==> src/rtl/fp_div_pkg.sv <==
// ---------------------------------------------------------------------------
// fp_div_pkg
// Shared definitions for the single-precision mantissa divider.
//   MAN_W  : fraction width per operand, hidden bit excluded
//   Q_W    : quotient width; three bits beyond MAN_W remain for rounding
//   CNT_W  : width of the iteration counter
//   N_W    : width of a mantissa with its hidden bit prepended
//   R_W    : width of the partial remainder and of the compare/subtract
//   div_state_t : divider FSM encoding
// ---------------------------------------------------------------------------
package fp_div_pkg;

    localparam int MAN_W = 23;
    localparam int Q_W   = 26;
    localparam int CNT_W = $clog2(Q_W);
    localparam int N_W   = MAN_W + 1;
    // The partial remainder stays below 2*D, so it needs one bit more than D.
    localparam int R_W   = MAN_W + 2;

    typedef enum logic [1:0] {
        IDLE = 2'd0,
        RUN  = 2'd1,
        DONE = 2'd2
    } div_state_t;

endpackage

==> src/rtl/mantissa_divider_24bit_div_step.sv <==
// ---------------------------------------------------------------------------
// div_step
// One restoring-division iteration, purely combinational.
//   r      in  R_W  current partial remainder
//   d      in  N_W  divisor with hidden bit
//   q_bit  out 1    quotient bit produced by this iteration (r >= d)
//   r_next out R_W  remainder after the conditional subtract, before doubling
// ---------------------------------------------------------------------------
module div_step
    import fp_div_pkg::*;
(
    input  logic [R_W-1:0] r,
    input  logic [N_W-1:0] d,
    output logic           q_bit,
    output logic [R_W-1:0] r_next
);

    logic [R_W-1:0] d_ext;
    logic [R_W-1:0] diff;

    // Divisor is zero-extended so the compare and subtract share one width.
    assign d_ext  = {1'b0, d};
    assign diff   = r - d_ext;
    assign q_bit  = (r >= d_ext);
    assign r_next = q_bit ? diff : r;

endmodule

==> src/rtl/mantissa_divider_24bit.sv <==
// ---------------------------------------------------------------------------
// mantissa_divider_24bit
// Iterative restoring divider for IEEE-754 single-precision mantissas,
// producing one quotient bit per clock.
//   clk        in   1      rising-edge clock
//   rst        in   1      asynchronous active-high reset
//   in_valid   in   1      operands present on man_a/man_b
//   in_ready   out  1      divider idle and able to take operands
//   man_a      in   MAN_W  dividend fraction (hidden 1 added here)
//   man_b      in   MAN_W  divisor fraction (hidden 1 added here)
//   out_valid  out  1      result available, held until consumed
//   out_ready  in   1      downstream takes the result
//   quotient   out  Q_W    floor(({1,man_a} << (Q_W-1)) / {1,man_b})
//   MSB_bit    out  1      quotient MSB: 1 when the ratio is >= 1.0
//   sticky     out  1      final remainder nonzero (inexact)
// ---------------------------------------------------------------------------
module mantissa_divider_24bit
    import fp_div_pkg::*;
(
    input  logic             clk,
    input  logic             rst,
    input  logic             in_valid,
    output logic             in_ready,
    input  logic [MAN_W-1:0] man_a,
    input  logic [MAN_W-1:0] man_b,
    output logic             out_valid,
    input  logic             out_ready,
    output logic [Q_W-1:0]   quotient,
    output logic             MSB_bit,
    output logic             sticky
);

    div_state_t       state;
    div_state_t       next_state;
    logic [R_W-1:0]   rem;
    logic [N_W-1:0]   divisor;
    logic [Q_W-1:0]   quot;
    logic [CNT_W-1:0] cnt;
    logic             sticky_reg;
    logic             step_q;
    logic [R_W-1:0]   step_r;

    // Single shared iteration stage; the loop is unrolled over time.
    div_step u_step (
        .r      (rem),
        .d      (divisor),
        .q_bit  (step_q),
        .r_next (step_r)
    );

    // State register; reset discards any in-flight division.
    always_ff @(posedge clk or posedge rst) begin
        if (rst) begin
            state <= IDLE;
        end else begin
            state <= next_state;
        end
    end

    // Next-state decode: accept in IDLE, iterate Q_W times in RUN, and hold
    // the result in DONE until downstream takes it.
    always_comb begin
        next_state = state;
        unique case (state)
            IDLE: if (in_valid)           next_state = RUN;
            RUN:  if (cnt == '0)          next_state = DONE;
            DONE: if (out_ready)          next_state = IDLE;
            default:                      next_state = IDLE;
        endcase
    end

    // Datapath: operand capture, one restoring step per RUN cycle, and the
    // sticky flag taken from the undoubled final remainder.
    always_ff @(posedge clk or posedge rst) begin
        if (rst) begin
            rem        <= '0;
            divisor    <= '0;
            quot       <= '0;
            cnt        <= '0;
            sticky_reg <= 1'b0;
        end else begin
            unique case (state)
                IDLE: begin
                    if (in_valid) begin
                        rem        <= {2'b01, man_a};
                        divisor    <= {1'b1, man_b};
                        quot       <= '0;
                        cnt        <= CNT_W'(Q_W - 1);
                        sticky_reg <= 1'b0;
                    end
                end
                RUN: begin
                    quot <= {quot[Q_W-2:0], step_q};
                    if (cnt != '0) begin
                        // step_r < D < 2^(N_W), so its MSB is zero and
                        // doubling cannot overflow R_W bits.
                        rem <= {step_r[R_W-2:0], 1'b0};
                        cnt <= cnt - 1'b1;
                    end else begin
                        rem        <= step_r;
                        sticky_reg <= (step_r != '0);
                    end
                end
                default: begin
                end
            endcase
        end
    end

    assign in_ready  = (state == IDLE);
    assign out_valid = (state == DONE);
    assign quotient  = quot;
    assign MSB_bit   = quot[Q_W-1];
    assign sticky    = sticky_reg;

endmodule

==> config.mk <==
export PLATFORM = sky130hd
export DESIGN_NAME = mantissa_divider_24bit
export DESIGN_NICKNAME = d
export VERILOG_FILES = /design/src/rtl/fp_div_pkg.sv /design/src/rtl/mantissa_divider_24bit_div_step.sv /design/src/rtl/mantissa_divider_24bit.sv
export SDC_FILE = /design/constraint.sdc
export NUM_CORES = 1
export LEC_CHECK = 0
export ABC_CLOCK_PERIOD_IN_PS = 2750
export CAP_MARGIN = 10
export CORE_MARGIN = 5
export CORE_UTILIZATION = 50
export CTS_CLUSTER_SIZE = 12
export DETAILED_ROUTE_END_ITERATION = 7
export PLACE_DENSITY = 0.85
export SLEW_MARGIN = 20
export SYNTH_ARGS = -nofsm -noshare
export SYNTH_HDL_FRONTEND = slang
export SYNTH_SLANG_ARGS = --single-unit
==> constraint.sdc <==
create_clock -name clk -period 2.75 [get_ports clk]
set_input_delay 0.55 -clock clk [delete_from_list [all_inputs] [get_ports clk]]
set_output_delay 0.55 -clock clk [all_outputs]
set_load 0.01 [all_outputs]
; ---- Word level (Yosys, flattened, before mapping)
; Index checks and enable logic that the tools add are counted.
[word_totals]
word_cells = 42
register_bits = 83
inputBits = 50
output_inout_bits = 30
[op_classes]
n_eq_ne = 7
addsub = 2
magnitude_cmp = 1
muxes = 16
reduce_logical = 10
[op_table]
columns = op, count
row1 = $mux 25, 3
row2 = $pmux 26 s2, 1
row3 = $pmux 25 s2, 1
row4 = $mux 26, 1
row5 = $ge 25x24->1, 1
row6 = $reduce_bool 25->1, 1
row7 = $sub 25x24->25, 1
row8 = $mux 5, 2
row9 = $pmux 5 s2, 1
row10 = $reduce_and 3->1, 3
row11 = $ne 2x2->1 const B, 4
row12 = $mux 2, 3
row13 = $pmux 2 s3, 1
row14 = $logic_not 5->1, 1
row15 = $reduce_bool 5->1, 1
row16 = $sub 5x1->5 const B, 1
row17 = $reduce_and 2->1, 2
row18 = $eq 2x1->1 const B, 1
row19 = $eq 2x2->1 const B, 1
row20 = $logic_not 2->1, 1
row21 = $mux 1, 2
row22 = $ne 2x1->1 const B, 1
row23 = $pmux 1 s2, 1
row24 = $reduce_bool 2->1, 1

; ---- Longest topological paths before layout
[logic_depth]
ltp_word = 5
mapped_depth = 13
depth_no_buf = 13

; ---- Modules after synthesis
; From an unflattened synthesis, not the netlist that was laid out.
[hier_totals]
cells_unflattened = 677
area_unflattened_um2 = 5495.3
[modules_own_cells]
columns = mod, seq_area_each_um2, cells_each, area_each_um2, instances
row1 = mantissa_divider_24bit, 2077.0, 394, 3654.8, 1
row2 = div_step, 0.0, 283, 1840.5, 1

; ---- Least setup slack after synthesis
; Ideal clock, no wire load.
[synth_timing]
kind = register -> register
from = register rem[0]
to = register sticky_reg (netlist: sticky)
setup_slack_ps = -174
t_required_ps = 2625
setup_ps = 125
t_arrival_ps = 2799
stages_incl_launch_ff = 14
n_path_buf = 0
synth_period_minus_slack_ps = 2924
cell_sequence = dfrtp_1 > inv_1 > ha_1 > inv_1 > fa_1 > a21o_1 > a311o_1 > a21o_1 > a22oi_1 > o221ai_1 > a2111oi_0 > and4_1 > o21bai_1 > a2bb2oi_1
[synth_via]
elab_chain_len = 5
word_cells_on_any_way = 6
classes_between = 1 x add/sub / 1 x order compare / 3 x mux / 1 x reduce/logical
[synth_lines]
columns = item, line
row1 = from (decl), mantissa_divider_24bit.sv:35  ; logic [R_W-1:0] rem;
row2 = from (signal assigned), mantissa_divider_24bit.sv:85  ; rem <= {2'b01, man_a};
row3 = from (signal assigned), mantissa_divider_24bit.sv:97  ; rem <= {step_r[R_W-2:0], 1'b0};
row4 = from (signal assigned), mantissa_divider_24bit.sv:100  ; rem <= step_r;
row5 = $sub 25x24->25 / $ge 25x24->1 (equally long branches), "mantissa_divider_24bit_div_step.sv:23, mantissa_divider_24bit_div_step.sv:24"
row6 = $mux 25 *, mantissa_divider_24bit_div_step.sv:25  ; assign r_next = q_bit ? diff : r;
row7 = $reduce_bool 25->1 *, mantissa_divider_24bit.sv:101  ; sticky_reg <= (step_r != '0);
row8 = $mux 1 *, mantissa_divider_24bit.sv:94  ; if (cnt != '0) begin
row9 = $pmux 1 s2 *, mantissa_divider_24bit.sv:82  ; unique case (state)
row10 = to (signal assigned), mantissa_divider_24bit.sv:101
row11 = to (decl), mantissa_divider_24bit.sv:39  ; logic sticky_reg;
; Mark *: on every way between the ends. The rest lies on a longest branch, timed or not. The select of a mux whose other input is x is not followed.
; A chain may end at the register's enable or synchronous reset.

; ---- Final worst setup path
; Ends and elaborated chain as after synthesis.

==> flow_metrics.env <==
export IMPL_synthDistinctLibCells=67
export IMPL_drt_initial_drc_count=591
export IMPL_setup_ws_ps=-183
export IMPL_regToRegSetupSlack_ps=-180
export IMPL_ant_nets=0
export IMPL_start_util_pct=51.3
export IMPL_ctsRootBufferMaster="clkbuf_16"
export IMPL_seq_area_frac_synth_pct=35.3
export IMPL_synthFlopType="dfrtp_1"
export IMPL_async_reset_ff_share_pct=100
export IMPL_core_mm2=0.0115
export IMPL_cts_clk_slew_worst_paths_ps=60
export IMPL_cp_num_cells=13
export IMPL_rsz0062_at_grt="yes"
export IMPL_via_per_inst=5.93
export IMPL_syn_area_per_cell_um2=7.69
export IMPL_finalSetupViolCount=4
export IMPL_fmax_mhz=341
export IMPL_ys_ff_latch=83
export IMPL_hold_viol=0
export IMPL_hp_start="divisor[23]"
export IMPL_ioPinCount=80
export IMPL_crit_path_start_kind="flop"
export IMPL_drive_above_1_share_pct=23.2
export IMPL_cp_slowest_cell="dfrtp_1"
export IMPL_grt_use_total_pct=26.3
export IMPL_largest_register_ffs=26
export IMPL_crit_fanout=6
export IMPL_drv_cap=0
export IMPL_die_h_um=118
export IMPL_min_to="divisor[23]"
export IMPL_syn_to_final_growth_pct=41.0
export IMPL_holdPathStages=2
export IMPL_route_detailed_drc=0
export IMPL_grt_first_pass_wirelength_um=30400
export IMPL_grt_max_degree=52
export IMPL_drv_slew=0
export IMPL_required_ps=2970
export IMPL_grtUsageMet2_pct=43.1
export IMPL_yosysTopAreaCell="dfrtp_1"
export IMPL_arrival_ps=3160
export IMPL_worstPathCellList="inv_2 > ha_4 > inv_2 > fa_2 > a21o_1 > a311o_2 > and2_4 > nor3_4 > o2111ai_2 > a2111oi_2 > and4_1 > o21bai_1 > a2bb2oi_1"
export IMPL_cts_tree="yes"
export IMPL_tightest_slew_ps=772
export IMPL_die_w_um=118
export IMPL_syn_nets=842
export IMPL_use_met1_pct=34.0
export IMPL_wl_per_cell_um=17.5
export IMPL_num_nets_final=1005
export IMPL_synth_edff_count=0
export IMPL_status="finished, violations left"
export IMPL_htreeDepth=3
export IMPL_wirelength_um=18900
export IMPL_diodes=0
export IMPL_ys_warnings_count=0
export IMPL_finalInstanceArea_mm2=0.00829
export IMPL_crit_type="flop to flop"
export IMPL_insertion_delay_ps=350
export IMPL_numCtsBuffers=9
export IMPL_top_usage_layer="met2"
export IMPL_end_kind="flop"
export IMPL_placed_area_mm2=0.00752
export IMPL_grt_pass1_vias=6142
export IMPL_path_delay_family="compound AO/OA/AOI/OAI gates"
export IMPL_num_rows=39
export IMPL_cts_sinks=83
export IMPL_cp_num_buf_inv=2
export IMPL_clock_path_buffers=2
export IMPL_worstRegToRegCells=13
export IMPL_slowest_delay_ps=400
export IMPL_dpl_hpwl_um=13400
export IMPL_place_inst=1048
export IMPL_violations="setup timing"
export IMPL_antenna_found_initial=0
export IMPL_gr_total_overflow=0
export IMPL_first_pass_iters=5
export IMPL_die_area_mm2=0.0140
export IMPL_grtUsageMet3_pct=4.01
export IMPL_r2r_end="sticky"
export IMPL_netlist_area_mm2=0.00588
export IMPL_crit_top_cell="inv_2"
export IMPL_place_gp_congestion=0.954
export IMPL_rr_startpoint="rem[0]"
export IMPL_port_buffers=79
export IMPL_yosys_top_cells_area="dfrtp_1 (35%), nand2_1 (12%), o21ai_0 (7.1%), ha_1 (5.5%), a21oi_1 (3.3%)"
export IMPL_syn_inst=765
export IMPL_period_share_pct=107
export IMPL_min_period_ps=2930
export IMPL_whs_ps=477
export IMPL_postCtsHoldBufs=0
export IMPL_slew_headroom_pct=47.8
export IMPL_fin_cells=1076
export IMPL_min_path_type="flop to flop"
export IMPL_clock_skew_ps=7.56
export IMPL_vias=6376
export IMPL_netlist_area_leader_share_pct=35.3
[synthesized netlist by cell type, types with 2 or more instances]
library cell and count:
ha_1 26, o221ai_1 3, buf_6 3, or4_1 3
a21boi_0 2, xnor2_1 9, inv_1 34, dfrtp_1 83
nor2_1 38, buf_4 3, nand2_1 190, o22ai_1 4
nor4_1 6, a211oi_1 9, or3_1 7, a22oi_1 2
a41oi_1 3, xor2_1 7, o211ai_1 14, clkbuf_1 28
o21ai_0 84, nand4_1 5, and3_1 7, o21bai_1 3
mux2i_1 7, a31oi_1 18, a21o_2 2, o2111ai_1 3
nor3_1 9, o21a_1 7, and2_1 6, a21o_1 13
nor2b_1 3, nand2b_1 5, o31ai_1 3, buf_1 3
mux2_2 2, and4_1 2, o311ai_0 4, a21oi_1 39
nand3_1 27, nor4b_1 2, or2_2 5, buf_2 9
[area by class of cell]
class / count / area (um^2)
fillers: 856 / 3170
clock inverters: 5 / 61.3
multi-input cells: 602 / 3850
inverters: 34 / 129
well taps: 143 / 179
repair buffers: 198 / 1750
flip-flops and latches: 83 / 2080
clock buffers: 11 / 243
[timing repair]
action                                  4_1_cts  5_1_grt
gates resized for setup                      23       61
pin swaps                                    15       33
buffers inserted                              2       11
hold endpoints to repair                      0        0
endpoints found under the setup margin       20       25
[cells in the final DEF, fill, tap and decap left out, drive strengths merged, types with 4 or more instances in the layout]
cell and n:
a211oi 9, a21o 15, a21oi 39, a31oi 18
and2 7, and3 8, buf 119, clkbuf 11
clkdlybuf4s50 79, clkinv 4, dfrtp 83, ha 26
inv 34, mux2i 7, nand2 190, nand2b 5
nand3 27, nand4 5, nor2 38, nor3 9
nor4 6, o211ai 14, o21a 7, o21ai 85
o22ai 4, o311ai 4, or2 5, or3 7
xnor2 9, xor2 7
[metrics by stage]
step                      TNS, ps  worst slack (ps)  util [%]
after global placement       -677              -262      65.5
after global routing        -1130              -299      72.3
final                        -365              -183      72.3
after detailed placement    -1260              -349      65.5
after floorplan                 0              2.47         -
after CTS                    -317              -235      69.4
[how the worst max path moves through the flow]
stage / endpoint / slack, ps / startpoint
after floorplan: sticky / 2 / rem[0]
final: sticky / -180 / rem[0]
after detailed placement: sticky / -350 / rem[0]
after CTS: sticky / -240 / rem[0]
after global placement: sticky / -260 / rem[0]
after global routing: sticky / -300 / rem[0]
[routing by layer]
metal | part of all wire, % | vias up
met5 | 0 | -
met3 | 5.8 | 58
met4 | 4.5 | 0
met1 | 42 | 3007
li1 | - | 3049
met2 | 48 | 262
[logic make-up (layout without fill, tap and decap cells)]
kind of cell | after synthesis | after routing | share of synthesized area [%]
AO/OA/AOI/OAI | 227 | 227 | 24.3
XOR/XNOR | 16 | 16 | 2.38
adder cells (fa/ha/maj) | 27 | 27 | 5.87
buffers and inverters | 80 | 248 | 5.87
flip-flops | 83 | 83 | 35.3
multiplexers | 9 | 9 | 1.57
AND/OR/NAND/NOR | 323 | 323 | 24.7
[worst register-to-register path: stages (launching register included)]
cell and delay (ps):
dfrtp_1 400, inv_2 90, ha_4 130, inv_2 30
fa_2 350, a21o_1 180, a311o_2 390, and2_4 180
nor3_4 210, o2111ai_2 130, a2111oi_2 300, and4_1 230
o21bai_1 60, a2bb2oi_1 130
Power is left out: the tool's default activity adds up to more than one toggle a clock period on the data nets, which glitch-free logic cannot reach.
